$ cat src/rtl/pipe_pkg.sv
// +---------------------------------------------------------------------------+
// | pipe_pkg : shared defaults and the occupancy-width helper for pipe_flopenr |
// | Revision : 1.0                                                            |
// +---------------------------------------------------------------------------+
`default_nettype none

package pipe_pkg;

    localparam int PIPE_WIDTH_DEF = 28;
    localparam int PIPE_DEPTH_DEF = 3;

    // Width needed to count 0..depth valid entries.
    function automatic int occ_width(input int depth);
        return (depth < 1) ? 1 : $clog2(depth + 1);
    endfunction

endpackage : pipe_pkg

`default_nettype wire

$ cat src/rtl/pipe_stage.sv
// +---------------------------------------------------------------------------+
// | pipe_stage : one valid+data register with load enable and flush          |
// | Revision   : 1.0                                                          |
// +---------------------------------------------------------------------------+
`default_nettype none

module pipe_stage #(
    parameter int WIDTH = 28
) (
    input  logic             clock,
    input  logic             reset,
    input  logic             flush,
    input  logic             en,
    input  logic             in_valid,
    input  logic [WIDTH-1:0] in_data,
    output logic             valid,
    output logic [WIDTH-1:0] data
);

    logic             valid_d;
    logic             valid_q;
    logic [WIDTH-1:0] data_d;
    logic [WIDTH-1:0] data_q;

    // Data only moves with the enable; flush kills the valid bit but leaves data stale.
    always_comb begin
        valid_d = valid_q;
        data_d  = data_q;
        if (en) begin
            valid_d = in_valid;
            data_d  = in_data;
        end
        if (flush) begin
            valid_d = 1'b0;
        end
    end

    always_ff @(posedge clock) begin
        if (!reset) begin
            valid_q <= 1'b0;
            data_q  <= '0;
        end else begin
            valid_q <= valid_d;
            data_q  <= data_d;
        end
    end

    assign valid = valid_q;
    assign data  = data_q;

endmodule : pipe_stage

`default_nettype wire

$ cat src/rtl/pipe_flopenr.sv
// +---------------------------------------------------------------------------+
// | pipe_flopenr : DEPTH-stage bubble-collapsing valid/ready register pipe     |
// |                optional occupancy counter port under macro PIPE_OCC_EN    |
// | Revision     : 1.0                                                        |
// +---------------------------------------------------------------------------+
`default_nettype none

module pipe_flopenr
    import pipe_pkg::*;
#(
    parameter int WIDTH = PIPE_WIDTH_DEF,
    parameter int DEPTH = PIPE_DEPTH_DEF
) (
    input  logic                          clock,
    input  logic                          reset,
    input  logic                          flush,
    input  logic                          in_valid,
    input  logic [WIDTH-1:0]              in_data,
    output logic                          in_ready,
    output logic                          out_valid,
    output logic [WIDTH-1:0]              out_data,
    input  logic                          out_ready
`ifdef PIPE_OCC_EN
    ,
    output logic [occ_width(DEPTH)-1:0]   occ
`endif
);

    logic             stage_valid [DEPTH];
    logic [WIDTH-1:0] stage_data  [DEPTH];
    logic             stage_ready [DEPTH+1];

    // Ready ripples from the output side back to the input side in one pass.
    always_comb begin
        stage_ready[DEPTH] = out_ready;
        for (int i = DEPTH - 1; i >= 0; i--) begin
            stage_ready[i] = !stage_valid[i] || stage_ready[i+1];
        end
    end

    generate
        for (genvar i = 0; i < DEPTH; i++) begin : g_stage
            logic             stage_in_valid;
            logic [WIDTH-1:0] stage_in_data;

            if (i == 0) begin : g_head
                assign stage_in_valid = in_valid;
                assign stage_in_data  = in_data;
            end else begin : g_body
                assign stage_in_valid = stage_valid[i-1];
                assign stage_in_data  = stage_data[i-1];
            end

            pipe_stage #(
                .WIDTH (WIDTH)
            ) u_stage (
                .clock    (clock),
                .reset    (reset),
                .flush    (flush),
                .en       (stage_ready[i]),
                .in_valid (stage_in_valid),
                .in_data  (stage_in_data),
                .valid    (stage_valid[i]),
                .data     (stage_data[i])
            );
        end
    endgenerate

    assign in_ready  = stage_ready[0] && reset;
    assign out_valid = stage_valid[DEPTH-1];
    assign out_data  = stage_data[DEPTH-1];

`ifdef PIPE_OCC_EN
    localparam int                 OCC_W     = occ_width(DEPTH);
    localparam logic [OCC_W-1:0]   C_OCC_ONE = OCC_W'(1);

    logic             accept;
    logic             retire;
    logic [OCC_W-1:0] occ_d;
    logic [OCC_W-1:0] occ_q;

    assign accept = in_valid && in_ready;
    assign retire = out_valid && out_ready;

    always_comb begin
        occ_d = occ_q;
        if (flush) begin
            occ_d = '0;
        end else if (accept && !retire) begin
            occ_d = occ_q + C_OCC_ONE;
        end else if (!accept && retire) begin
            occ_d = occ_q - C_OCC_ONE;
        end
    end

    always_ff @(posedge clock) begin
        if (!reset) begin
            occ_q <= '0;
        end else begin
            occ_q <= occ_d;
        end
    end

    assign occ = occ_q;
`endif

endmodule : pipe_flopenr

`default_nettype wire
$ cat config.mk
export PLATFORM = sky130hd
export DESIGN_NAME = pipe_flopenr
export DESIGN_NICKNAME = d
export VERILOG_FILES = /design/src/rtl/pipe_pkg.sv /design/src/rtl/pipe_stage.sv /design/src/rtl/pipe_flopenr.sv
export SDC_FILE = /design/constraint.sdc
export NUM_CORES = 1
export LEC_CHECK = 0
export ABC_AREA = 0
export CAP_MARGIN = 20
export CORE_ASPECT_RATIO = 0.9
export CORE_UTILIZATION = 51
export DETAILED_ROUTE_END_ITERATION = 7
export PLACE_DENSITY = 0.91
export REMOVE_ABC_BUFFERS = 1
export SYNTH_ARGS = -nofsm -noshare
export SYNTH_HDL_FRONTEND = slang
export SYNTH_SLANG_ARGS = --single-unit
$ cat constraint.sdc
create_clock -name clock -period 1.7 [get_ports clock]
set_clock_uncertainty 0.2 [all_clocks]
set_input_delay 0.255 -clock clock [delete_from_list [all_inputs] [get_ports clock]]
set_output_delay 0.255 -clock clock [all_outputs]
set_load 0.05 [all_outputs]
# [Yosys cells after proc, flatten, opt, wreduce, memory -nomap -nowiden]
# Index checks and enable logic that the tools add are counted.
[totals] elab_cells=15 latch_bits=0 inputBits=33 rom_bits=0 regBits=87 n_memories=0 ramBits=0 output_inout_bits=30
[op_classes] reduce_logical=8 bitwise_logic=1 n_shift=0 mul=0 muxes=0 n_addsub=0 div_mod_pow=0 n_lt_le_gt_ge=0 eq_ne=0
[op_table] op="logical NOT 1 bit" n=3
[op_table] op="logical OR 1 bit" n=3
[op_table] op="OR reduction 2 bit" n=1
[op_table] op="logical AND 1 bit" n=1
[op_table] op="inverter 1 bit" n=1

# [Longest topological paths before layout]
# Gate-level depths: netlist (run 1).
[depth] word_depth=5 depth_mapped=5

# [By module]
# From an unflattened synthesis (run 1), not the netlist that was laid out.
[unflattened] hier_cells=283 hier_area_um2=3373.2
[modules_own_cells] module="pipe_stage" seq_area_each_um2=580.6 area_each_um2=1109.8 cells_per_inst=93 instances=3
[modules_own_cells] module="pipe_flopenr" seq_area_each_um2=0.0 area_each_um2=43.8 cells_per_inst=4 instances=1

# [Least setup slack after synthesis (run 1)]
# Ideal clock, no wire load.
[synth_timing] path_kind="flip-flop to output port" start="reg g_stage[2].u_stage.valid_q" end="out in_ready" slack_ns=-0.423 t_required_ns=1.245 stages_incl_launch_ff=4 arrival_time_ns=1.668 path_cell_list="dfxtp_1 and4b_1 buf_4 nor2b_1"
[synth_between] elab_chain_len=5
[synth_lines] element="start, declared" line="pipe_stage.sv:21" source="logic valid_q;"
[synth_lines] element="start signal, assigned" line="pipe_stage.sv:43" source="valid_q <= valid_d;"
[synth_lines] element="logical NOT 1 bit" line="pipe_flopenr.sv:37" source="stage_ready[i] = !stage_valid[i] || stage_ready[i+1];"
[synth_lines] element="logical OR 1 bit (3 in series)" line="pipe_flopenr.sv:37"
[synth_lines] element="logical AND 1 bit" line="pipe_flopenr.sv:69" source="assign in_ready = stage_ready[0] && reset;"
[synth_lines] element="end, declared" line="pipe_flopenr.sv:19" source="output logic in_ready,"
# No other way between the ends.

# [Final worst setup path (run 1)]
# Same ends and word-level chain as after synthesis.

==> results_dict.tcl, run 1 <==
set metrics [dict create \
    layout-drive-gt1-share 0.136 \
    place_area_mm2 0.00379 \
    diodes 0 \
    dieArea_mm2 0.00655 \
    fin_area_mm2 0.00405 \
    critPathArrivalTime_ns 1.22 \
    wl_per_cell_um 12.2 \
    internal_power_mw 3.29 \
    worstPathCellList "and4b_2 -> nor2b_4 -> buf_8" \
    p_clk_frac 0.404 \
    min_period_ns 1.67 \
    cpPeakStageDelay_ns 0.32 \
    grt_usage 0.205 \
    core.rowCount 26 \
    grt_pass1_wl_mm 10.6 \
    power.density_mw_per_mm2 1030 \
    hold_viol 0 \
    start_util 0.543 \
    grt_max_degree 78 \
    vias_per_cell 5.13 \
    clk_pin_slew_ns 0.08 \
    fmax_mhz 598 \
    vdd_ir_drop_max_mv 0.842 \
    setup_slack_ns 0.0275 \
    place_ws_ns -0.154 \
    report.final.slew_viol_count 0 \
    dr.pass1.iters 5 \
    syn_inst 385 \
    grt_antenna_before_repair 0 \
    setup_violations 0 \
    cts_sinks 87 \
    hpwlAfterDp_mm 3.98 \
    synth_seq_cells 87 \
    core_mm2 0.00586 \
    tightest_slew_ns 0.344 \
    vias 2621 \
    drt-total-wl_mm 6.22 \
    yosysSeqAreaShare 0.548 \
    combPwrFrac 0.077 \
    synth_cell_types 18 \
    sw_frac_of_total 0.211 \
    status "finished, final reports clean" \
    p_sw_mw 0.878 \
    fin_crit_sh 0.984 \
    rsz0062_at_grt "yes" \
    numCtsBuffers 9 \
    overflow 0 \
    drv_cap 0 \
    yosys_warnings 0 \
    grt_pass1_vias 2420 \
    min_from "reset" \
    area_growth_pct 27.6 \
    finalPower_mw 4.17 \
    cts_htree_levels 3 \
    die_width_um 85.2 \
    clock_path_buffers 2 \
    startpoint "g_stage[2].u_stage.valid$_SDFFE_PP0P_" \
    worstPathRequired_ns 1.24 \
    syn_area_mm2 0.00318 \
    r2r_start "g_stage[1].u_stage.valid$_SDFFE_PP0P_" \
    seq_power_share 0.518 \
    postRouteAntennaNets 0 \
    drcViolationCount 0 \
    start_kind "flop" \
    root_buffer "clkbuf_8" \
    syn_avg_cell_area_um2 8.25 \
    critical_path_class "reg2out" \
    cts_tree "yes" \
    cp_max_fo 2 \
    critical_path_buf_inv_count 1 \
    static-leakage-power_nw 1.55 \
    hold_buffers 0 \
    final.setup.tns_ns 0 \
    gp_congestion 0.727 \
    fillers 465 \
    rrSetupSlack_ns 0.21 \
    portBuffers 62 \
    die_h_um 76.9 \
    clk_latency_ns 0.34 \
    worstSetupEndpointType "output port" \
    fin_nets 469 \
    ios 63 \
    dr.first_iter.drc_count 153 \
    crit_slowest_cell "dfxtp_2" \
    hold_path.class "in2reg" \
    path_delay_family "simple AND/OR/NAND/NOR gates" \
    maxSlewHeadroom 0.771 \
]
## power by group through the flow
stage                     combinational (mW)  clock (mW)  sequential (mW)
after global placement                 0.312           0             2.20
after detailed placement               0.321           0             2.21
after CTS                              0.323        1.72             2.16
final                                  0.322        1.68             2.16
after floorplan                       0.0820           0             2.26
after global routing                   0.352        1.81             2.17
## cells by family (layout without fill, tap and decap cells)
logic type             Yosys count  after routing  share of synthesized area
AO/OA/AOI/OAI                   85             85                      0.156
flip-flops                      87             87                      0.548
buffers and inverters           35             91                     0.0571
AND/OR/NAND/NOR                178            178                      0.239
## worst paths after layout
path                                              endpoint  cells after the start
setup / recovery                                  in_ready                      3
hold / removal    g_stage[0].u_stage.data[25]$_SDFFE_PN0P_                      4
setup reg to reg  g_stage[0].u_stage.data[22]$_SDFFE_PN0P_                      5
hold reg to reg   g_stage[2].u_stage.data[12]$_SDFFE_PN0P_                      2
## Yosys cell counts, drive strengths merged
master / n / area [µm²]
dfxtp: 87 / 1740
clkbuf: 11 / 41.3
and4b: 1 / 10.0
nor2: 4 / 15.0
nor2b: 2 / 12.5
nand2b: 2 / 12.5
inv: 1 / 3.75
buf: 23 / 136
o21ai: 56 / 280
a21oi: 1 / 5.00
a21boi: 28 / 210
nand3b: 1 / 7.51
nand2: 112 / 420
nand3: 56 / 280
## area by class of cell
type | count | area, µm² | share of cell area
multi-input combinational | 263 | 1260 | 0.312
clock buffer | 13 | 149 | 0.0367
inverter | 1 | 3.75 | 0.000926
tap | 70 | 87.6 | 0.0216
timing repair buffer | 74 | 714 | 0.176
clock inverter | 3 | 90.1 | 0.0222
sequential | 87 | 1740 | 0.430
## worst reg2reg max path, cell delays in order (launching register included)
cell and delay (ns):
dfxtp_1 0.35, and4b_2 0.27, buf_4 0.12, buf_4 0.26, nand3_1 0.13, o21ai_0 0.09
## placed cells by master (no fill, tap or decap)
cell type | synthesis | routed
a21oi_1 | 1 | 1
and4b_2 | 0 | 1
a21boi_1 | 3 | 3
dlygate4sd2_1 | 0 | 1
clkbuf_1 | 11 | 3
nand2b_1 | 2 | 2
buf_8 | 0 | 1
clkbuf_8 | 0 | 10
o21ai_0 | 55 | 55
nand3_1 | 56 | 56
inv_1 | 1 | 1
dfxtp_2 | 0 | 1
a21boi_0 | 25 | 25
nand2_1 | 112 | 112
nor2_1 | 4 | 4
nand3b_1 | 1 | 1
nor2b_2 | 0 | 1
buf_4 | 6 | 36
clkdlybuf4s50_1 | 0 | 30
nor2b_4 | 0 | 1
o21ai_1 | 1 | 1
dfxtp_1 | 87 | 86
bufinv_16 | 0 | 3
buf_12 | 0 | 6
## flip-flops by register name, indices dropped and copies added (netlist names)
signal / flops
g_stage.u_stage.data: 84
g_stage.u_stage.valid: 3
## metrics by stage
stage,utilization,instances,hold slack (ns)
after global routing,0.692,511,0.225
after floorplan,-,351,0.176
after detailed placement,0.647,494,0.245
final,0.692,511,0.234
after global placement,0.647,494,0.231
after CTS,0.691,511,0.221
## repair_timing
item                       in CTS  in global routing
buffers inserted                1                  0
setup endpoints to repair       1                  1
gates resized for setup         4                  2
gates cloned                    0                  0
pin swaps                       0                  1
## routing by layer
metal,up-vias,share of wire,track usage
li1,1373,-,-
met1,1181,0.44,0.223
met4,0,0.0040,0.0508
met2,63,0.51,0.375
met3,4,0.042,0.0732
met5,-,0,0
Power figures use the tool's default switching activity.
==> inputs of run 2 (changes only) <==
--- a/config.mk
+++ b/config.mk
@@ -8,10 +8,12 @@
 export ABC_AREA = 0
 export CAP_MARGIN = 20
 export CORE_ASPECT_RATIO = 0.9
-export CORE_UTILIZATION = 51
+export CORE_UTILIZATION = 55
 export DETAILED_ROUTE_END_ITERATION = 7
-export PLACE_DENSITY = 0.91
+export DONT_BUFFER_PORTS = 1
+export PLACE_DENSITY = 0.7
 export REMOVE_ABC_BUFFERS = 1
+export SETUP_SLACK_MARGIN = 0.15
 export SYNTH_ARGS = -nofsm -noshare
 export SYNTH_HDL_FRONTEND = slang
 export SYNTH_SLANG_ARGS = --single-unit
==> results_dict.tcl, run 2 (synthesized netlist as in run 1, its figures left out) <==
set metrics [dict create \
    regArea_mm2 0.00174 \
    maxSlewHeadroom 0.637 \
    fillers 402 \
    worst_hold_slack_ns -0.144 \
    final_core_util 0.773 \
    dr.pass1.iters 4 \
    clock_path_buffers 2 \
    met3_usage 0.0834 \
    layout.cells.most_common "nand2_1" \
    fin_crit_sh 0.975 \
    internal_power_mw 3.18 \
    cts_htree_levels 3 \
    p_sw_mw 0.848 \
    min_period_ns 1.66 \
    layout-drive-gt1-share 0.0683 \
    numCtsBuffers 9 \
    setup_violations 0 \
    final_cell_mix "112 x nand2_1, 85 x dfxtp_1, 75 x dlygate4sd3_1" \
    wl_per_cell_um 12.7 \
    clk_pin_slew_ns 0.08 \
    overflow 0 \
    start_kind "flop" \
    grt_pass1_vias 2446 \
    clk_latency_ns 0.34 \
    drv_cap 0 \
    combPwrFrac 0.057 \
    worstSetupEndpointType "output port" \
    cp_max_fo 2 \
    dr.first_iter.drc_count 182 \
    rsz0062_at_grt "yes" \
    met2_usage 0.400 \
    critical_path_class "reg2out" \
    vdd_ir_drop_max_mv 0.658 \
    cts_tree "yes" \
    hpwlAfterDp_mm 3.30 \
    hold_path.class "in2reg" \
    sw_frac_of_total 0.211 \
    fin_area_mm2 0.00419 \
    grt_pass1_wl_mm 10.7 \
    area_growth_pct 31.7 \
    grt_antenna_before_repair 0 \
    drcViolationCount 0 \
    core_mm2 0.00541 \
    grt_usage 0.231 \
    grt_busiest_layer "met2" \
    die_h_um 74.1 \
    root_buffer "clkbuf_8" \
    core.rowCount 25 \
    multi_input_area_mm2 0.00126 \
    dieArea_mm2 0.00608 \
    cts_sinks 87 \
    final.setup.tns_ns 0 \
    grtUsageMet1 0.270 \
    violations "negative hold slack" \
    place_area_mm2 0.00319 \
    fin_nets 482 \
    start_util 0.587 \
    critPathArrivalTime_ns 1.20 \
    fmax_mhz 603 \
    largest_reg_flops 84 \
    vias 2696 \
    diodes 0 \
    grt_max_degree 143 \
    ios 63 \
    report.final.slew_viol_count 0 \
    power.density_mw_per_mm2 962 \
    drt-total-wl_mm 6.60 \
    rrSetupSlack_ns 0.27 \
    hold_viol 82 \
    die_width_um 82.1 \
    status "finished with violations" \
    gp_congestion 0.692 \
    vias_per_cell 5.17 \
    seq_power_share 0.550 \
    p_clk_frac 0.393 \
    portBuffers 0 \
    tightest_slew_ns 0.543 \
    worstPathRequired_ns 1.24 \
    static-leakage-power_nw 1.46 \
    postRouteAntennaNets 0 \
]
run 2: cell types whose count changed in the layout (fill, tap and decap cells not counted), sizes merged:
cell           delta
clkinv            +1
bufinv            -1
clkdlybuf4s50    -30
buf              -31
dlygate4sd3      +75
dlygate4sd2       -1
run 2: path summary, 6_finish.rpt:
check / cells after the start / endpoint / startpoint
worst min-delay path: 2 / g_stage[0].u_stage.data[6]$_SDFFE_PN0P_ / reset
worst max register to register: 5 / g_stage[0].u_stage.data[3]$_SDFFE_PN0P_ / g_stage[1].u_stage.valid$_SDFFE_PP0P_
worst max-delay path: 3 / in_ready / g_stage[0].u_stage.valid$_SDFFE_PP0P_
worst min register to register: 2 / g_stage[2].u_stage.data[10]$_SDFFE_PN0P_ / g_stage[1].u_stage.data[10]$_SDFFE_PN0P_
run 2: stage by stage:
| stage | cells | hold slack [ns] | setup slack, ns | power (mW) |
|---|---|---|---|---|
| 6_report | 521 | -0.144 | 0.0428 | 4.03 |
| 4_1_cts | 514 | -0.157 | 0.0271 | 4.04 |
| 2_1_floorplan | 351 | 0.176 | -0.988 | 2.34 |
| 3_3_place_gp | 429 | 0.184 | 0.336 | 2.36 |
| 5_1_grt | 521 | -0.174 | -0.00922 | 4.18 |
| 3_5_place_dp | 429 | 0.186 | 0.293 | 2.37 |
run 2: critical path, cell delays in order, from the launching register on:
cell     delay, ns
dfxtp_2       0.32
and4b_2       0.24
nor2b_2       0.13
buf_6         0.17
run 2: cell type report:
cell class | instances | area share
flip-flops and latches | 87 | 0.417
multi-input cells | 263 | 0.301
repair buffers | 87 | 0.208
clock buffers | 13 | 0.0380
well taps | 67 | 0.0200
clock inverters | 3 | 0.0155
inverters | 1 | 0.000897
run 2: power groups by stage:
| stage | Clock (mW) | Sequential (mW) | Combinational [mW] |
|---|---|---|---|
| 2_1_floorplan | 0 | 2.26 | 0.0820 |
| 3_3_place_gp | 0 | 2.26 | 0.104 |
| 3_5_place_dp | 0 | 2.26 | 0.109 |
| 4_1_cts | 1.61 | 2.22 | 0.220 |
| 5_1_grt | 1.69 | 2.23 | 0.259 |
| 6_report | 1.58 | 2.22 | 0.230 |
run 2: repair_timing:
action | in CTS | in global routing
pin swaps | 1 | 0
gates resized for setup | 3 | 2
buffers inserted | 1 | 0
endpoints found under the setup margin | 1 | 2
endpoints found under the hold margin | 87 | 84
hold buffers | 68 | 7
run 2: per-layer routing:
metal  vias to the layer above  wire [µm]
met2                        61       3320
met5                         -          0
li1                       1400          -
met3                         2        344
met1                      1233       2920
met4                         0         22
==> inputs of run 3 (changes only) <==
--- a/config.mk
+++ b/config.mk
@@ -14,6 +14,7 @@
 export PLACE_DENSITY = 0.7
 export REMOVE_ABC_BUFFERS = 1
 export SETUP_SLACK_MARGIN = 0.15
+export SKIP_CTS_REPAIR_TIMING = 1
 export SYNTH_ARGS = -nofsm -noshare
 export SYNTH_HDL_FRONTEND = slang
 export SYNTH_SLANG_ARGS = --single-unit
==> results_dict.tcl, run 3 (synthesized netlist as in run 1, its figures left out) <==
set metrics [dict create \
    area_growth_pct 30.2 \
    fmax_mhz 595 \
    diodes 0 \
    vias 2664 \
    worstPathRequired_ns 1.24 \
    cts_tree "yes" \
    grt_max_degree 143 \
    worstPathCellList "and4b_2 -> nor2b_2 -> buf_6" \
    vias_per_cell 5.16 \
    power.density_mw_per_mm2 969 \
    place_ws_ns 0.293 \
    static-leakage-power_nw 1.45 \
    hold_end "g_stage[0].u_stage.data[6]$_SDFFE_PN0P_" \
    fin_crit_sh 0.989 \
    worst_hold_slack_ns -0.137 \
    clk_pin_slew_ns 0.08 \
    regArea_mm2 0.00174 \
    root_buffer "clkbuf_8" \
    finalPower_mw 4.01 \
    worstSetupEndpointType "output port" \
    postRouteAntennaNets 0 \
    final_cell_mix "112 x nand2_1, 85 x dfxtp_1, 71 x dlygate4sd3_1" \
    numCtsBuffers 9 \
    crit_slowest_cell "dfxtp_2" \
    cpPeakStageDelay_ns 0.32 \
    setup_slack_ns 0.0183 \
    vdd_ir_drop_max_mv 0.706 \
    fillers 405 \
    die_h_um 74.1 \
    largest_reg_flops 84 \
    layout.cells.most_common "nand2_1" \
    grt_antenna_before_repair 0 \
    drcViolationCount 0 \
    multi_input_area_mm2 0.00126 \
    fin_nets 477 \
    rsz0062_at_grt "yes" \
    critical_path_class "reg2out" \
    tightest_slew_ns 0.542 \
    violations "negative hold slack" \
    r2r_cells 4 \
    hpwlAfterDp_mm 3.30 \
    min_period_ns 1.68 \
    grt_usage 0.201 \
    overflow 0 \
    grt_pass1_vias 1993 \
    hold_viol 84 \
    ios 63 \
    wl_per_cell_um 12.8 \
    rrSetupSlack_ns 0.23 \
    reg2reg_to "g_stage[2].u_stage.data[20]$_SDFFE_PN0P_" \
    maxSlewHeadroom 0.638 \
    portBuffers 0 \
    holdPathStages 2 \
    cts_htree_levels 3 \
    gp_congestion 0.692 \
    hold_path.class "in2reg" \
    grt_pass1_wl_mm 9.11 \
    core.rowCount 25 \
    dieArea_mm2 0.00608 \
    status "finished with violations" \
    cts_sinks 87 \
    start_kind "flop" \
    setup_violations 0 \
    clk_latency_ns 0.34 \
    layout-drive-gt1-share 0.0668 \
    drv_cap 0 \
    start_util 0.587 \
    dr.pass1.iters 6 \
    dr.first_iter.drc_count 163 \
    min_from "reset" \
    core_mm2 0.00541 \
    die_width_um 82.1 \
    cp_max_fo 2 \
    critPathArrivalTime_ns 1.23 \
    report.final.slew_viol_count 0 \
    drt-total-wl_mm 6.61 \
    clock_path_buffers 2 \
    r2r_start "g_stage[2].u_stage.valid$_SDFFE_PP0P_" \
]
==> run 3: changes by cell type in the layout (fill, tap and decap cells not counted) <==
cell,delta
dlygate4sd3_1,-4
buf_4,-1
o21ai_0,+1
o21ai_1,-1
==> run 3: critical path, delay by kind of cell (launching register included) <==
kind          cells  cell delay, ns
flops             1            0.32
simple gates      2            0.40
buf+inv           1            0.17
==> run 3: routing by layer <==
metal | global-route usage | wire length [µm]
met2 | 0.329 | 3440
met5 | 0 | 0
met1 | 0.239 | 2840
met4 | 0.0526 | 22
met3 | 0.0945 | 309
==> run 3: stage by stage <==
stage	cells	setup TNS, ns	utilization	instance area, µm²
after global placement	429	0	0.590	3190
final	516	0	0.765	4140
after CTS	445	-0.0746	0.632	3420
after detailed placement	429	0	0.590	3190
after floorplan	351	-52.99	-	3000
after global routing	516	-0.0278	0.765	4140
==> run 3: power breakdown <==
group / leakage (nW) / total [mW] / internal, mW / switching [mW]
logic: 0.620 / 0.228 / 0.151 / 0.0766
registers: 0.716 / 2.22 / 2.12 / 0.0977
clock network: 0.114 / 1.57 / 0.908 / 0.657
==> run 3: area by class of cell <==
type	instances	share of cell area
clock buffer	13	0.0384
inverter	1	0.000907
timing repair buffer	82	0.199
sequential	87	0.422
tap	67	0.0203
multi-input combinational	263	0.305
clock inverter	3	0.0157
==> run 3: how the worst max path moves through the flow <==
stage	start	end	cells after the start
4_1_cts	g_stage[2].u_stage.valid$_SDFFE_PP0P_	in_ready	3
5_1_grt	g_stage[0].u_stage.valid$_SDFFE_PP0P_	in_ready	3
2_1_floorplan	g_stage[2].u_stage.valid$_SDFFE_PP0P_	in_ready	2
6_report	g_stage[0].u_stage.valid$_SDFFE_PP0P_	in_ready	3
3_5_place_dp	g_stage[2].u_stage.valid$_SDFFE_PP0P_	g_stage[2].u_stage.data[9]$_SDFFE_PN0P_	4
3_3_place_gp	g_stage[2].u_stage.valid$_SDFFE_PP0P_	in_ready	3
